`config.mk`:
```
export PLATFORM = sky130hd
export DESIGN_NAME = vsfx_issue_arb
export DESIGN_NICKNAME = d
export VERILOG_FILES = /design/src/rtl/vsfx_issue_arb.sv
export SDC_FILE = /design/constraint.sdc
export NUM_CORES = 1
export LEC_CHECK = 0
export CAP_MARGIN = 30
export CELL_PAD_IN_SITES_DETAIL_PLACEMENT = 0
export CELL_PAD_IN_SITES_GLOBAL_PLACEMENT = 1
export CORE_AREA = 4 4 417 419
export CTS_CLUSTER_SIZE = 25
export DETAILED_ROUTE_END_ITERATION = 6
export DIE_AREA = 0 0 421 423
export PLACE_DENSITY_LB_ADDON = 0.1
export SLEW_MARGIN = 15
export SYNTH_ARGS = -nofsm -noshare
export SYNTH_HDL_FRONTEND = slang
export SYNTH_SLANG_ARGS = --single-unit
```
`constraint.sdc`:
```
create_clock -name clk -period 11.9 [get_ports clk]
set_input_delay 1.19 -clock clk [delete_from_list [all_inputs] [get_ports clk]]
set_output_delay 1.19 -clock clk [all_outputs]
set_load 0.01 [all_outputs]
```
`src/rtl/vsfx_issue_arb.sv`:
```
// vsfx_issue_arb: round-robin issue of two requesters onto one vsfx datapath,
// with an in-order tag pipe and a credit-protected response FIFO.
module vsfx_issue_arb #(
  parameter int LAT        = 1,
  parameter int FIFO_DEPTH = 4
) (
  input  logic         clk,
  input  logic         rst,
  input  logic         req0_valid,
  output logic         req0_ready,
  input  logic [127:0] req0_vra,
  input  logic [127:0] req0_vrb,
  input  logic [7:0]   req0_ins,
  input  logic         req1_valid,
  output logic         req1_ready,
  input  logic [127:0] req1_vra,
  input  logic [127:0] req1_vrb,
  input  logic [7:0]   req1_ins,
  output logic         dp_en,
  output logic [127:0] dp_vra,
  output logic [127:0] dp_vrb,
  output logic [7:0]   dp_ins,
  input  logic         dp_vrt_en,
  input  logic [127:0] dp_vrt,
  input  logic         dp_sat,
  input  logic [3:0]   dp_cr6,
  output logic         rsp_valid,
  input  logic         rsp_ready,
  output logic         rsp_id,
  output logic [127:0] rsp_vrt,
  output logic         rsp_sat,
  output logic [3:0]   rsp_cr6,
  output logic         busy,
  output logic         err
);

  localparam int CW = $clog2(FIFO_DEPTH + 1);
  localparam int PW = $clog2(FIFO_DEPTH);
  localparam logic [CW-1:0] FULL = CW'(FIFO_DEPTH);

  typedef struct packed {
    logic         id;
    logic [127:0] vrt;
    logic         sat;
    logic [3:0]   cr6;
  } rsp_t;

  logic [CW-1:0] cnt;
  logic [CW-1:0] fcnt;
  logic [PW-1:0] wp;
  logic [PW-1:0] rp;
  logic          rr_ptr;
  logic [LAT:0]  tv;
  logic [LAT:0]  tid;
  rsp_t          mem [FIFO_DEPTH];
  rsp_t          head;

  logic credit;
  logic g0;
  logic g1;
  logic accept;
  logic pop;
  logic push;
  logic tag_vld;

  assign rsp_valid = (fcnt != '0);
  assign pop       = rsp_valid & rsp_ready;
  // A pop in the same cycle frees the slot a full credit count is waiting on
  assign credit    = rst & ((cnt != FULL) | pop);
  assign g0        = credit & req0_valid & (~req1_valid | ~rr_ptr);
  assign g1        = credit & req1_valid & (~req0_valid | rr_ptr);
  assign accept    = g0 | g1;
  assign req0_ready = g0;
  assign req1_ready = g1;

  assign tag_vld = tv[LAT];
  assign push    = dp_vrt_en & tag_vld;
  assign busy    = (cnt != '0);

  assign head    = mem[rp];
  assign rsp_id  = rsp_valid & head.id;
  assign rsp_vrt = rsp_valid ? head.vrt : '0;
  assign rsp_sat = rsp_valid & head.sat;
  assign rsp_cr6 = rsp_valid ? head.cr6 : '0;

  always_ff @(posedge clk or negedge rst) begin
    if (!rst) begin
      cnt    <= '0;
      rr_ptr <= 1'b0;
      dp_en  <= 1'b0;
      dp_vra <= '0;
      dp_vrb <= '0;
      dp_ins <= '0;
      tv     <= '0;
      tid    <= '0;
      err    <= 1'b0;
      fcnt   <= '0;
      wp     <= '0;
      rp     <= '0;
    end else begin
      cnt   <= cnt + CW'(accept) - CW'(pop);
      dp_en <= accept;
      tv    <= {tv[LAT-1:0], accept};
      tid   <= {tid[LAT-1:0], g1};
      if (accept) begin
        rr_ptr <= ~g1;
        dp_vra <= g1 ? req1_vra : req0_vra;
        dp_vrb <= g1 ? req1_vrb : req0_vrb;
        dp_ins <= g1 ? req1_ins : req0_ins;
      end
      if (dp_vrt_en && !tag_vld)
        err <= 1'b1;
      fcnt <= fcnt + CW'(push) - CW'(pop);
      if (push)
        wp <= wp + PW'(1);
      if (pop)
        rp <= rp + PW'(1);
    end
  end

  always_ff @(posedge clk) begin
    if (push)
      mem[wp] <= '{id: tid[LAT], vrt: dp_vrt, sat: dp_sat, cr6: dp_cr6};
  end

  a_no_ovf: assert property (@(posedge clk) disable iff (!rst)
    !(push && !pop && fcnt == FULL));

endmodule

```
======== Word level (Yosys, flattened, before mapping) ========
Memory sizes are Yosys's and may differ from the RTL's.
Cells that the tools add are included.
cells by class
  add/subtract/negate cells ............... 6
  magnitude comparators ................... 0
  multiplexer cells ....................... 7
  divide/modulo/power cells ............... 0
  shift-type cells ........................ 0
  multiply operators ...................... 0
  equal/unequal tests ..................... 1
  bitwise gates (word level) .............. 17
  reduce and logical (&&, ||, !) cells .... 4
operators with widths
  kind                                         count
  2-to-1 mux 128 bit                           3
  AND 1 bit                                    9
  2-to-1 mux 8 bit                             1
  adder 3 x 1 -> 3 bit                         2
  nonzero test 3 bit                           2
  subtractor 3 x 1 -> 3 bit                    2
  adder 2 x 1 -> 2 bit, second input constant  2
  2-to-1 mux 4 bit                             1
  NOT 1 bit                                    4
  OR 1 bit                                     4
  != test 3 bit, second input constant         1
  2-to-1 mux 1 bit                             2
  logical AND 1 bit                            1
  zero test 1 bit                              1
word-level totals
  bits in read-only memories .............. 0
  memories kept ........................... 1
  bits in latches ......................... 0
  register bits ........................... 281
  output and inout bits ................... 404
  memory bits (writable) .................. 536
  input port bits ......................... 667
memories
  memory  depth  bits a word  read ports  clocked after Yosys merged registers in  write ports  RTL line  text
  mem     4      134          1           0                                        1            55        rsp_t mem [FIFO_DEPTH];

======== Longest topological paths before layout ========
  depth in word-level cells ............... 9
  depth in mapped cells ................... 9

======== Worst setup path after synthesis ========
Ideal clock, no wire load.
  kind .................................... input to register
  start ................................... input dp_vrt_en
  end ..................................... memory mem[0][0] (netlist bit) (enable)
  stages on the path ...................... 1
  required time ........................... 11.390 ns
  setup slack ............................. 7.065 ns
  buffers on the path ..................... 0
  setup time .............................. 0.510 ns
  arrival time ............................ 4.325 ns
  cells stage by stage .................... and3_1
on the way
  cells in the longest elaborated chain, start to end .. 3
RTL lines
  what                                    RTL line  text
  start, declared                         23        input logic dp_vrt_en,
  AND 1 bit                               77        assign push = dp_vrt_en & tag_vld;
  2-to-1 mux 1 bit                        122       if (push)
  2-to-1 mux 1 bit (not written as such)  123       mem[wp] <= '{id: tid[LAT], vrt: dp_vrt, sat: dp_sat, cr6: dp_cr6};
  end, declared                           55
No other way between the ends.

======== Worst setup path after layout ========
  start ................................... register rp[1]
  end ..................................... output rsp_vrt[59]
on the way
  cells in the longest elaborated chain, start to end .. 2
RTL lines
  what                    RTL line  text
  start, declared         51        logic [PW-1:0] rp;
  start signal, assigned  117       rp <= rp + PW'(1);
  memory (4 x 134 bit)    n/a
  2-to-1 mux 128 bit      82        assign rsp_vrt = rsp_valid ? head.vrt : '0;
  end, declared           30        output logic [127:0] rsp_vrt,
No other way between the ends.

==> results.md <==
* Cell-internal power at 7.70 mW
* Final design utilization at 30.6%
* WL per Instance at 31.3 microns
* Total GRT Usage at 19.4%
* Final net count at around 4100
* H-tree Lvls at 3
* Number of remaining DRC errors at 0
* CP startpoint: rp[1]
* Critical path endpoint category: output port
* Top cells by area, synth: edfxtp_1 (44%), dfrtp_1 (19%), mux4_2 (8.3%)
* Max Clock Freq at between 150 and 200 MHz
* First-pass GRT wire length at 252000 microns
* Placed Area at just under 50000 sq um
* Post-Route Setup TNS at 0 ps
* Routed vias at 29700
* RR Startpoint: cnt[2]
* Hold Path Origin: tid[0]
* Max_cap viols at 0
* Post-synthesis cell type count at 32
* Worst path cell trace: buf_4 > buf_4 > mux4_2 > and2_1 > clkdlybuf4s50_1
* Ys Warns at 0
* CTS hold repair buffers at 0
* Clock root buffer: clkbuf_16
* EDFF count, synth at 536
* Yosys top cell area share at 44.5%
* Post-synthesis sequential area ratio at 63.9%
* Mapped Nets at 3208
* Max Slew Vio Count at 0
* CTS tree: done
* RSZ-0062 raised after global routing: false
* Clock tree buffer depth at 3
* Placer Congestion at 0.879
* Tmin final at approximately 5500 ps
* Tightest Pin Transition at 1050 ps
* Outcome: finished clean
* Worst-skew pair later-pin latency at between 700 and 800 ps
* CTS-repair resized insts at 0
* Peak supply drop at around 0.15 mV
* Leak at 16.8 nW
* Most area-hungry cell type in the Yosys netlist: edfxtp_1
* PwrDens at 231 nW/um^2
* Share of flip-flops with an asynchronous set or reset at 34.3%
* Post-DP HPWL at 121000 microns
* Post-CTS setup buffers at 0
* DRT iter0 DRCs at 2686
* Setup CP Type: flop to output port
* TritonCTS buffer count at 102
* CP Max Fanout at 50
* Post-Syn Area at approximately 36000 sq um
* Sw Share at approximately 36%
* DRT Wirelength at 180000 microns
* Share of layout cells above drive strength 1 at 9.93%
* Fin worst setup slack at 6360 ps
* IO Count at 1071
* Vias in the first global route at 30000
* Slew HR at 29.9%
* Pin count of the biggest net entering global routing at around 140
* #FFs+latches synth at 816
* Detail Route Antenna Nets at 0
* Place WS at ~6300 ps
* Final setup fails at 0
* I/O Buffers at 1070
* Worst hold path class: flop to flop
* Starting Density at 21.2%
* Grt total ovfl at 0
* Crit start category: flop
* Cells after synthesis at 2531
* Slowest-stage cell, CP: dfrtp_4
* Die Wd at 421 microns
* Combinational share of power at 41.6%
* Mean Syn Cell Area at 14.3 sq um
* Clock network power share at 24.9%
* Clock transition at the registers of the reported paths at about 60 ps
* Critical path data required time at between 10000 and 15000 ps
* Design area at 52100 sq um
* Clock Sinks at between 800 and 900
* Sequential share of power at 33.4%
* Crit-path most repeated cell: buf_4
* Initial antenna violation count at 69
* Psw at 4.36 mW
* Core Footprint at 171000 sq um
* Final Hold Violating Endpoints at 0
* Top_reg_cell synth: edfxtp_1
* WP data arrival at 4350 ps
* Vias/cell at 5.15
* First-pass detailed-route iteration total at 7
* Worst clock skew at 74.5 ps
* Layout area overhead at 44.1%
* Rows at 152
* Chip Height at 423 microns
* Ratio of final minimum period to clock period at 46.6%
* Slowest stage delay, CP at 910 ps
* DIE AREA at between 150000 and 200000 sq um
-- through the flow --
stage | power, mW | hold slack, ps | std cells
floorplan | 6.30 | 331 | 2531
global placement | 9.16 | 420 | 5536
detailed placement | 9.18 | 401 | 5540
CTS | 12.3 | 417 | 5723
global route | 12.7 | 406 | 5745
finish | 12.1 | 406 | 5761
-- layout by cell type, fill, tap and decap left out, types with 11 or more instances in the layout --
cell type,Yosys,routed
a221oi_1,264,264
a31oi_1,264,264
and2_1,134,134
buf_4,2,36
clkbuf_1,271,28
clkbuf_16,0,102
clkbuf_8,0,11
clkdlybuf4s50_1,0,1068
clkinv_2,0,20
dfrtp_1,280,277
diode_2,0,34
edfxtp_1,536,536
mux4_2,134,134
o211ai_1,265,265
o21ai_0,265,265
-- cell usage after synthesis (2+ instances only) --
cell / instances
edfxtp_1: 536
dfrtp_1: 280
clkbuf_1: 271
o211ai_1: 265
o21ai_0: 265
a221oi_1: 264
a31oi_1: 264
and2_1: 134
mux4_2: 134
buf_2: 38
buf_6: 28
inv_1: 12
ha_1: 8
xnor2_1: 6
and3_1: 4
nand2_1: 3
buf_4: 2
fa_1: 2
or3_1: 2
-- routing by layer --
metal / track usage, % / vias to the layer above / part of all wire, %
met1: 23.1 / 15700 / 39
li1: - / 12300 / -
met5: 0 / - / 0.10
met3: 5.64 / 300 / 7.6
met4: 6.31 / 28 / 3.1
met2: 33.7 / 1370 / 51
-- area by class of cell --
type | count | area [sq um]
Timing Repair Buffer | 1119 | 11300
Sequential cell | 816 | 23100
Multi-Input combinational cell | 1363 | 11500
Inverter | 13 | 68.8
Fill cell | 17100 | 118000
Tap cell | 2233 | 2790
Clock inverter | 43 | 460
Antenna cell | 34 | 85.1
Clock buffer | 140 | 2800
-- registers in the layout, summed over array words and instances, names as in the netlist, 3 cells and up --
name and flops:
dp_ins 8, dp_vra 128, dp_vrb 128, cnt 3, fcnt 3, mem 536
-- path summary, 6_finish.rpt --
path / end / cells after the start / slack (ps)
worst max-delay path: rsp_vrt[59] / 5 / 6360
worst min-delay path: tid[1] / 0 / 410
worst max register to register: dp_vra[111] / 6 / 7850
worst min register to register: tid[1] / 0 / 410
max in group asynchronous: dp_vra[108] / 4 / 9890
min in group asynchronous: dp_vrb[52] / 1 / 490
-- worst max-delay path, delay by kind of cell (launching register included) --
family,cells,cell delay (ps)
buf+inv,3,2060
flops,1,910
mux,1,420
simple gates,1,170
-- cell families after synthesis --
| kind of cell | count (synthesis) | share of synthesized area [%] |
|---|---|---|
| adder cells (fa/ha/maj) | 10 | 0.387 |
| AO/OA/AOI/OAI | 1065 | 20.3 |
| buffers and inverters | 352 | 4.39 |
| AND/OR/NAND/NOR | 146 | 2.51 |
| XOR/XNOR | 7 | 0.169 |
| multiplexers | 135 | 8.37 |
| flip-flops | 816 | 63.9 |
-- power by group through the flow --
stage               logic (mW)  registers [mW]  clock network [mW]
finish                    5.02            4.03                3.01
global route              5.33            4.09                3.25
CTS                       5.09            4.07                3.12
detailed placement        5.07            4.11                   0
global placement          5.06            4.10                   0
floorplan                 2.20            4.10                   0
Power figures use the tool's default switching activity.
